`src/rtl/alu_core.sv`:
```
// alu_core: 4-bit registered ALU for the Proyecto4 datapath.
//
// Computes one of eight operations from two operands and a function select.
// The result and its carry/zero/negative flags are captured together on the
// rising clock edge, giving a fixed one-cycle latency with a new result
// every cycle.
//
// Ports:
//   clk       in   system clock, rising-edge active
//   rst_n     in   asynchronous reset, active-low; clears all outputs
//   operA     in   [WIDTH-1:0] first operand (unsigned)
//   operB     in   [WIDTH-1:0] second operand (unsigned)
//   alu_fun   in   [2:0] operation select
//                  0 pass A, 1 add, 2 sub, 3 shl B, 4 and, 5 or, 6 xor, 7 pass B
//   result    out  [WIDTH-1:0] registered result
//   carry     out  registered carry / borrow / shift-out flag
//   zero      out  registered flag, 1 when result is all zeros
//   negative  out  registered copy of the result MSB
module alu_core #(
  parameter int WIDTH = 4
) (
  input  logic             clk,
  input  logic             rst_n,
  input  logic [WIDTH-1:0] operA,
  input  logic [WIDTH-1:0] operB,
  input  logic [2:0]       alu_fun,
  output logic [WIDTH-1:0] result,
  output logic             carry,
  output logic             zero,
  output logic             negative
);

  logic [WIDTH-1:0] result_d, result_q;
  logic             carry_d, carry_q;
  logic             zero_d, zero_q;
  logic             negative_d, negative_q;

  // Zero-extended operands so the extra top bit of add/sub holds the
  // carry-out or the borrow.
  logic [WIDTH:0] sum_ext;
  logic [WIDTH:0] diff_ext;

  assign sum_ext  = {1'b0, operA} + {1'b0, operB};
  assign diff_ext = {1'b0, operA} - {1'b0, operB};

  always_comb begin
    result_d = operA;
    carry_d  = 1'b0;
    unique case (alu_fun)
      3'd0: result_d = operA;
      3'd1: begin
        result_d = sum_ext[WIDTH-1:0];
        carry_d  = sum_ext[WIDTH];
      end
      3'd2: begin
        // Top bit of the wrapped (WIDTH+1)-bit difference is set exactly
        // when operA < operB, i.e. a borrow occurred.
        result_d = diff_ext[WIDTH-1:0];
        carry_d  = diff_ext[WIDTH];
      end
      3'd3: begin
        result_d = {operB[WIDTH-2:0], 1'b0};
        carry_d  = operB[WIDTH-1];
      end
      3'd4: result_d = operA & operB;
      3'd5: result_d = operA | operB;
      3'd6: result_d = operA ^ operB;
      3'd7: result_d = operB;
      default: begin
        result_d = operA;
        carry_d  = 1'b0;
      end
    endcase
    zero_d     = (result_d == '0);
    negative_d = result_d[WIDTH-1];
  end

  // All outputs share one register stage so result and flags always
  // change on the same edge.
  always_ff @(posedge clk or negedge rst_n) begin
    if (!rst_n) begin
      result_q   <= '0;
      carry_q    <= 1'b0;
      zero_q     <= 1'b0;
      negative_q <= 1'b0;
    end else begin
      result_q   <= result_d;
      carry_q    <= carry_d;
      zero_q     <= zero_d;
      negative_q <= negative_d;
    end
  end

  assign result   = result_q;
  assign carry    = carry_q;
  assign zero     = zero_q;
  assign negative = negative_q;

endmodule

```
`config.mk`:
```
export PLATFORM = sky130hd
export DESIGN_NAME = alu_core
export DESIGN_NICKNAME = d
export VERILOG_FILES = /design/src/rtl/alu_core.sv
export SDC_FILE = /design/constraint.sdc
export NUM_CORES = 1
export LEC_CHECK = 0
export ABC_AREA = 1
export CORE_MARGIN = 4
export CORE_UTILIZATION = 40
export DETAILED_ROUTE_END_ITERATION = 10
export PLACE_DENSITY = 0.74
export REMOVE_ABC_BUFFERS = 1
export SLEW_MARGIN = 10
export SYNTH_ARGS = -nofsm -noshare
export SYNTH_HDL_FRONTEND = slang
export SYNTH_SLANG_ARGS = --single-unit
```
`constraint.sdc`:
```
create_clock -name clk -period 0.9 [get_ports clk]
set_clock_uncertainty 0.2 [all_clocks]
set_input_delay 0.09 -clock clk [delete_from_list [all_inputs] [get_ports clk]]
set_output_delay 0.09 -clock clk [all_outputs]
set_load 0.01 [all_outputs]
```
==> key figures <==
Outcome
  – Outcome: finished, violations left
  – Failing checks: negative hold slack, negative setup slack

Job
  – Max-cap check violation count: 0

Layout
  – Fin nets: 204
  – Share of layout cells above drive strength 1: 49.71%
  – Area of the multi-input gates: 709.4 µm²
  – Area growth syn-to-layout: 60.97%
  – Ant. Diodes: 0
  – Register area: 150.1 µm²
  – Fin util: 69.00%
  – Fill count: 172

Yosys
  – Yosys warns: 0
  – Commonest cells in the netlist: 23 x nand2_1, 22 x inv_1, 18 x nor2_1, 15 x nand4_1
  – Synth Cell Area: 849.6 µm²
  – Syn Area/Cell: 6.535 µm²
  – EDFF count, synth: 0
  – Post-synthesis compound-gate area fraction: 5.596%
  – Synth top area cells: dfrtp_1 18%, ha_1 18%, nand4_1 11%, nand2_1 10%, inv_1 9.7%
  – Seq cells post-synth: 6
  – Synth Instances: 130
  – Simple-Gate Fraction of Synth Area: 39.91%
  – Share of the synthesized area in the top cell type: 17.67%
  – Post-Synth Adder-Cell Area: 22.39%
  – Mux contribution to synthesized area: 0%
  – Main combinational cell family by area after synthesis: simple AND/OR/NAND/NOR gates
  – Async SR Flop Fraction: 100.0%
  – Most common cell in the netlist: nand2_1
  – Yosys cell types: 19
  – Synth Flop Type: dfrtp_1
  – Sequential area share after synthesis: 17.67%
  – Leading area contributor after synthesis: dfrtp_1
  – Post-Synth XOR/XNOR Area: 0%

Detailed routing
  – Via density: 5.257
  – DRT antenna net count: 0
  – TritonRoute pass-1 iters: 4
  – Via count: 1062
  – DRC: 0
  – Initial drt markers: 45
  – WL final: 2789 µm
  – Drt wl/cell: 13.81 µm

Power and ir drop
  – VDD IR max: 0.4808 mV
  – PD cells: 895.5 mW/mm²
  – P_leak: 0.7192 nW
  – Total power: 1.225 mW

Place
  – Place WS: -1.355 ns
  – DP HPWL: 1989 µm
  – Gpl congestion: 0.8987
  – Port Buffer Count: 19

Timing
  – Setup WS post-layout: -0.6937 ns
  – Tmin final: 1.594 ns
  – Hold WS: -0.1188 ns
  – Final Max Tran Viols: 0
  – Slew headroom: 82.89%
  – Setup TNS: -3.621 ns
  – Fmax: 0.6275 GHz
  – # setup viols final: 13
  – Crit share post-route: 177.1%
  – Least-Margin Pin Slew: 0.2527 ns
  – Final Hold Fails: 6
  – Unrepaired setup endpoints after global routing: true

Die
  – Die area: 0.002925 mm²
  – Die width: 54.09 µm
  – Core Footprint: 0.001982 mm²
  – Die Y: 54.09 µm
  – Rows: 16
  – Io pins: 20
  – Initial Utilization: 42.87%

Clock network
  – CTS tree: done
  – Root Driver: clkbuf_4
  – Reg clk slew, reported paths: 0.05 ns
  – CTS Sinks: 6
  – CTS buffer count: 3
  – CTS max path bufs: 2
  – H-tree levels: 1

Setup path
  – CP startpoint kind: primary input
  – Worst-path fanout max: 2
  – Critical path capture point type: register
  – Worst EP arrival: 1.57 ns
  – Setup CP Type: primary input to register
  – Data required, critical path: 0.88 ns

GRT
  – Initial antenna violation count: 0
  – Largest net degree at the start of global routing: 10
  – Total track usage: 18.71%
  – First-pass GRT wire length: 4084 µm
  – Number of global-route vias before repair: 1019
  – GRT Residual Overflow: 0

Worst hold path
  – Hold Path Class: primary input to async pin
==> cell usage in the layout (no fill, tap or decap), types with 2 or more instances in the layout <==
cell and count:
buf_4 24, nand2_1 17, nor2_1 15, nand4_1 15
inv_2 12, buf_2 11, inv_1 10, nand3_1 9
ha_1 7, nand2_2 6, dfrtp_1 6, nand3_2 4
ha_4 4, inv_4 3, clkbuf_4 3, clkbuf_2 3
buf_6 3, nor2_4 2, a21oi_1 2, o21ai_0 2
fa_2 2, dlygate4sd2_1 2, buf_8 2
==> metrics by stage <==
step	std cells	area, µm²
final	202	1368
after global routing	202	1368
after CTS	201	1286
after detailed placement	194	1214
after global placement	194	1214
after floorplan	126	824.5
==> cell families after synthesis <==
family                   after synthesis
AO/OA/AOI/OAI                          8
adder cells (fa/ha/maj)               14
buffers and inverters                 30
flip-flops                             6
AND/OR/NAND/NOR                       72
==> registers in the layout (all words and copies together) (netlist names) <==
register  count
negative      1
carry         1
result        3
zero          1
==> how the worst max path moves through the flow <==
stage	cells past startpoint	startpoint	slack [ns]	end
3_3_place_gp	12	operA[0]	-1.28	zero
3_5_place_dp	12	operA[0]	-1.35	zero
6_report	12	operA[0]	-0.69	zero
5_1_grt	12	operA[0]	-0.76	zero
2_1_floorplan	12	operA[0]	-0.65	zero
4_1_cts	12	operA[0]	-0.65	zero
==> critical path: stages <==
cell     delay, ns
buf_8         0.09
inv_6         0.03
ha_4          0.16
inv_2         0.06
fa_2          0.43
nand4_1       0.11
nand2_1       0.09
nor2_1        0.13
nand3_1       0.12
nand2_2       0.10
nand3_1       0.08
nor2_1        0.09
==> cell type report <==
cell class              count  area share (%)
clock buffers               3           1.647
inverters                  26           8.051
multi-input cells          94           51.88
flip-flops and latches      6           10.98
well taps                  27           2.470
repair buffers             46           24.98
==> power by group <==
| group | total (mW) | internal (mW) | switching, mW |
|---|---|---|---|
| logic | 0.663 | 0.295 | 0.368 |
| clock network | 0.249 | 0.151 | 0.0980 |
| registers | 0.313 | 0.305 | 0.00788 |
==> routing by layer <==
metal  up-vias  GRT usage [%]  part of all wire, %
met3        12          1.662                  6.0
met5         -              0                    0
li1        518              -                    -
met1       486          21.91                   39
met2        46          34.07                   51
met4         0          8.299                  3.2
==> repair_timing <==
action                                  in CTS  in global routing
endpoints found under the setup margin      13                 13
setup buffers                                4                  1
hold endpoints to repair                     6                  6
pin swaps                                   15                 21
gates resized for setup                     77                 42
(Power assumes the default switching activity.)
==> patch 1 (config.mk and constraints unchanged) <==
`result_q` no longer has a reset.
--- a/src/rtl/alu_core.sv
+++ b/src/rtl/alu_core.sv
@@ -81,3 +81,2 @@
     if (!rst_n) begin
-      result_q   <= '0;
       carry_q    <= 1'b0;
@@ -86,3 +85,2 @@
     end else begin
-      result_q   <= result_d;
       carry_q    <= carry_d;
@@ -91,2 +89,6 @@
     end
+  end
+
+  always_ff @(posedge clk) begin
+    result_q <= result_d;
   end
Function: changed (a bounded check fails within 4 cycles, from zero or initial values and one cycle with rst_n low).
==> patch 1 against the unedited design <==
The run still ends with negative hold slack, negative setup slack left. First-iteration DRC count up 42%. Power up 12%. Wire length up 7.6%. Synthesized area down 0.29%. Final area up 12%. Synthesized cell count unchanged. Sequential cell count up 1. Utilization up 8.0 points. Setup slack better by 0.10 ns. Critical endpoint unchanged. Combinational power up 11%. Global-route usage up 1.9 points. Worst hold slack worse by 0.054 ns. Via count up 5.9%.
==> patch 1: results (changes against the unedited design) <==
Largest net degree at the start of global routing - 9 (was 10)
Tot GR Track Use - 20.6% (was 18.7%)
Compound-Gate Fraction of Synth Area - 5.61% (was 5.60%)
Vias per std cell - 5.41 (was 5.26)
Max stage delay on crit path - 0.53 ns (was 0.43 ns)
Pre-CTS setup slack - -1.31 ns (was -1.35 ns)
Seq power - 0.000367 W (was 0.000313 W)
Hold Crit Class - in -> async (unchanged)
Met2 usage - 36.3% (was 34.1%)
CTS-repair resized insts - 115 (was 77)
Met3 GRT Util - 2.49% (was 1.66%)
Failing checks - negative hold slack, negative setup slack (unchanged)
Cells after DPL - 197 (was 194)
Final hold vios - 3 (was 6)
Dpl hpwl - 1960 µm (was 1990 µm)
Grt met1 use - 24.0% (was 21.9%)
Status - finished, violations left (unchanged)
Final setup TNS - -3.21 ns (was -3.62 ns)
Prevailing post-synth register cell - dfxtp_1 (was dfrtp_1)
VDD IR max - 0.613 mV (was 0.481 mV)
Top delay family on crit path - adder cells (was simple AND/OR/NAND/NOR gates)
WL met2 - 1600 µm (was 1440 µm)
Least-Margin Pin Slew - 0.227 ns (was 0.253 ns)
Leakage power - 0.747 nW (was 0.719 nW)
Switching Power - 0.000503 W (was 0.000474 W)
Sequential area share after synthesis - 18.3% (was 17.7%)
Mapped Cells - 130 (unchanged)
Top cells by area, synth - ha_1 (18%), nand4_1 (11%), nand2_1 (10%) (was dfrtp_1 (18%), ha_1 (18%), nand4_1 (11%))
Share of post-route cells with drive strength above 1 - 54.7% (was 49.7%)
RD Place Congestion - 0.899 (about the same)
Post-Layout Cell Count - 208 (was 202)
Yosys top cell by area - ha_1 (was dfrtp_1)
Worst hold slack - -0.173 ns (was -0.119 ns)
Max FFs per register - 4 (was 3)
Met1 WL - 1070 µm (was 1100 µm)
Clk power - 0.000272 W (was 0.000249 W)
Number of global-route vias before repair - 1058 (was 1019)
Setup WS post-layout - -0.593 ns (was -0.694 ns)
Async set or reset register ratio after synthesis - 42.9% (was 100%)
Layout Nets - 209 (was 204)
Metal3 WL - 260 µm (was 167 µm)
DP Area - 1230 µm² (was 1210 µm²)
Synth Area in Adders - 22.5% (was 22.4%)
CP Data Arrival Time - 1.42 ns (was 1.57 ns)
Total setup buffers inserted after CTS - 8 (was 4)
First-pass GRT wire length - 4430 µm (was 4080 µm)
Final setup violation count - 14 (was 13)
Iteration-0 DRC Markers - 64 (was 45)
Tot Pwr - 0.00137 W (was 0.00122 W)
patch 1: cell count changes in the layout (fill, tap and decap cells not counted), sizes merged:
cell	unedited run	this run
dfxtp	0	4
buf	40	43
clkdlybuf4s15	0	3
dfrtp	6	3
dlygate4sd2	2	0
clkinvlp	0	1
patch 1: how the worst min path moves through the flow:
| stage | from | endpoint | slack, ns |
|---|---|---|---|
| after global routing | rst_n | zero | -0.17 |
| after floorplan | rst_n | carry | -0.41 |
| after global placement | rst_n | zero | 0.08 |
| final | rst_n | zero | -0.17 |
| after CTS | rst_n | zero | -0.18 |
| after detailed placement | rst_n | zero | 0.08 |
patch 1: final cells by class:
| cell class | count | area, µm² |
|---|---|---|
| Clock buffer | 4 | 26.3 |
| Inverter | 26 | 123 |
| Multi-Input combinational cell | 94 | 767 |
| Timing Repair Buffer | 49 | 413 |
| Timing Repair inverter | 1 | 7.51 |
| Sequential cell | 7 | 156 |
| Tap cell | 27 | 33.8 |
| Fill cell | 125 | 455 |
==> patch 2 (same settings) <==
Made on the original files. `WIDTH`: 4 -> 5.
--- a/src/rtl/alu_core.sv
+++ b/src/rtl/alu_core.sv
@@ -19,3 +19,3 @@
 module alu_core #(
-  parameter int WIDTH = 4
+  parameter int WIDTH = 5
 ) (
Ports: changed (resized operA, operB and result); port bits go from 20 to 23. The function was not compared with the original's and may differ.
==> patch 2 against the unedited design <==
The flow still finishes with violations (negative hold slack, negative setup slack). Global-route usage up 6.6 points. Sequential cell count up 1. Final area up 36%. Synthesized area up 21%. Wire length up 62%. Via count up 40%. Power up 32%. Setup slack better by 0.059 ns. Critical path type unchanged. Critical endpoint unchanged.
==> patch 2: results (changes against the unedited design) <==
Status - finished, violations left (unchanged)
Failing checks - negative hold slack, negative setup slack (unchanged)
Input/output buffers - 22 (was 19)
Final hold vios - 8 (was 6)
Met2 usage - 47.0% (was 34.1%)
Syn avg cell area - 6.40 µm² (was 6.54 µm²)
Share of post-route cells with drive strength above 1 - 55.5% (was 49.7%)
RD Place Congestion - 0.929 (was 0.899)
Met3 GRT Util - 4.61% (was 1.66%)
Final setup violation count - 15 (was 13)
Max FFs per register - 4 (was 3)
VDD IR max - 0.759 mV (was 0.481 mV)
Crit-path max FO - 3 (was 2)
Worst hold slack - -0.113 ns (was -0.119 ns)
Top delay family on crit path - adder cells (was simple AND/OR/NAND/NOR gates)
DR WL/cell - 17.6 µm (was 13.8 µm)
Tot GR Track Use - 25.4% (was 18.7%)
Layout Nets - 260 (was 204)
Iteration-0 DRC Markers - 94 (was 45)
CP Data Arrival Time - 1.52 ns (was 1.57 ns)
Grt met1 use - 25.3% (was 21.9%)
Cells after DPL - 245 (was 194)
Most instantiated cells after synthesis - nand2_1 (29), inv_1 (28), nand3_1 (26) (was nand2_1 (23), inv_1 (22), nor2_1 (18))
Post-Route WL - 4530 µm (was 2790 µm)
Setup WS post-layout - -0.635 ns (was -0.694 ns)
Top cells by area, synth - ha_1 (18%), dfrtp_1 (17%), nand3_1 (13%) (was dfrtp_1 (18%), ha_1 (18%), nand4_1 (11%))
Fill cell total of the finished layout - 184 (was 172)
Distinct cell type count after synthesis - 17 (was 19)
Root Buffer - clkbuf_4 (unchanged)
Largest net degree at the start of global routing - 11 (was 10)
Max stage delay on crit path - 0.35 ns (was 0.43 ns)
Vias - 1485 (was 1062)
Setup crit start - operB[0] (was operA[0])
First-pass GRT wire length - 6600 µm (was 4080 µm)
Switching share of power - 40.8% (was 38.7%)
Slew margin rel. - 79.1% (was 82.9%)
Sequential area share after synthesis - 17.0% (was 17.7%)
==> patch 2: cell types whose count changed in the layout (fill, tap and decap cells not counted), sizes merged, moves of 2 or more <==
cell and delta:
inv +3, nor3 +2, a21oi +3, ha +3
nand3 +12, nand4 -4, nor2 +3, buf +24
nand2 +6
==> patch 2: how the worst min path moves through the flow <==
| stage | from | endpoint | cells after the start | slack, ns |
|---|---|---|---|---|
| floorplan | rst_n | carry | 0 | -0.41 |
| global placement | rst_n | result[0] | 1 | 0.15 |
| detailed placement | rst_n | result[1] | 1 | 0.16 |
| CTS | rst_n | result[1] | 1 | -0.11 |
| global route | rst_n | result[1] | 1 | -0.09 |
| finish | rst_n | result[1] | 1 | -0.11 |
==> patch 2: per-stage QoR <==
step / area (µm²) / hold WS [ns] / setup TNS [ns] / setup WS (ns) / total power (W)
after floorplan: 978 / -0.406 / -3.32 / -0.675 / 0.000674
after global placement: 1520 / 0.154 / -9.59 / -1.27 / 0.00107
after detailed placement: 1520 / 0.164 / -10.05 / -1.35 / 0.00109
after CTS: 1770 / -0.105 / -3.72 / -0.586 / 0.00148
after global routing: 1860 / -0.0861 / -4.48 / -0.712 / 0.00169
final: 1860 / -0.113 / -4.02 / -0.635 / 0.00162
==> patch 2: timing repair <==
item | in CTS | in global routing
pin swaps | 26 | 18
setup buffers | 7 | 3
endpoints found under the hold margin | 8 | 8
setup endpoints to repair | 15 | 15
gates resized for setup | 145 | 26
==> patch 2: power groups by stage <==
stage	clock (W)	combinational, W	sequential (W)
floorplan	0	0.000274	0.000399
global placement	0	0.000699	0.000372
detailed placement	0	0.000719	0.000375
CTS	0.000290	0.000825	0.000368
global route	0.000303	0.00102	0.000369
finish	0.000294	0.000955	0.000367
==> patch 2: cell families after synthesis <==
| group | share of synthesized area (%) |
|---|---|
| flip-flops | 17.0 |
| adder cells (fa/ha/maj) | 22.1 |
| AND/OR/NAND/NOR | 39.2 |
| AO/OA/AOI/OAI | 6.07 |
| buffers and inverters | 15.7 |
==> patch 2: final cells by class <==
| type | count | share of cell area (%) |
|---|---|---|
| multi-input cells | 119 | 51.9 |
| well taps | 30 | 2.02 |
| repair buffers | 68 | 28.3 |
| inverters | 29 | 6.94 |
| flip-flops and latches | 7 | 9.43 |
| clock buffers | 4 | 1.41 |
==> patch 2: metal layers <==
metal | part of all wire, % | wire, µm
met5 | 0 | 0
met4 | 5.6 | 252
met3 | 7.0 | 318
met2 | 51 | 2300
met1 | 37 | 1660
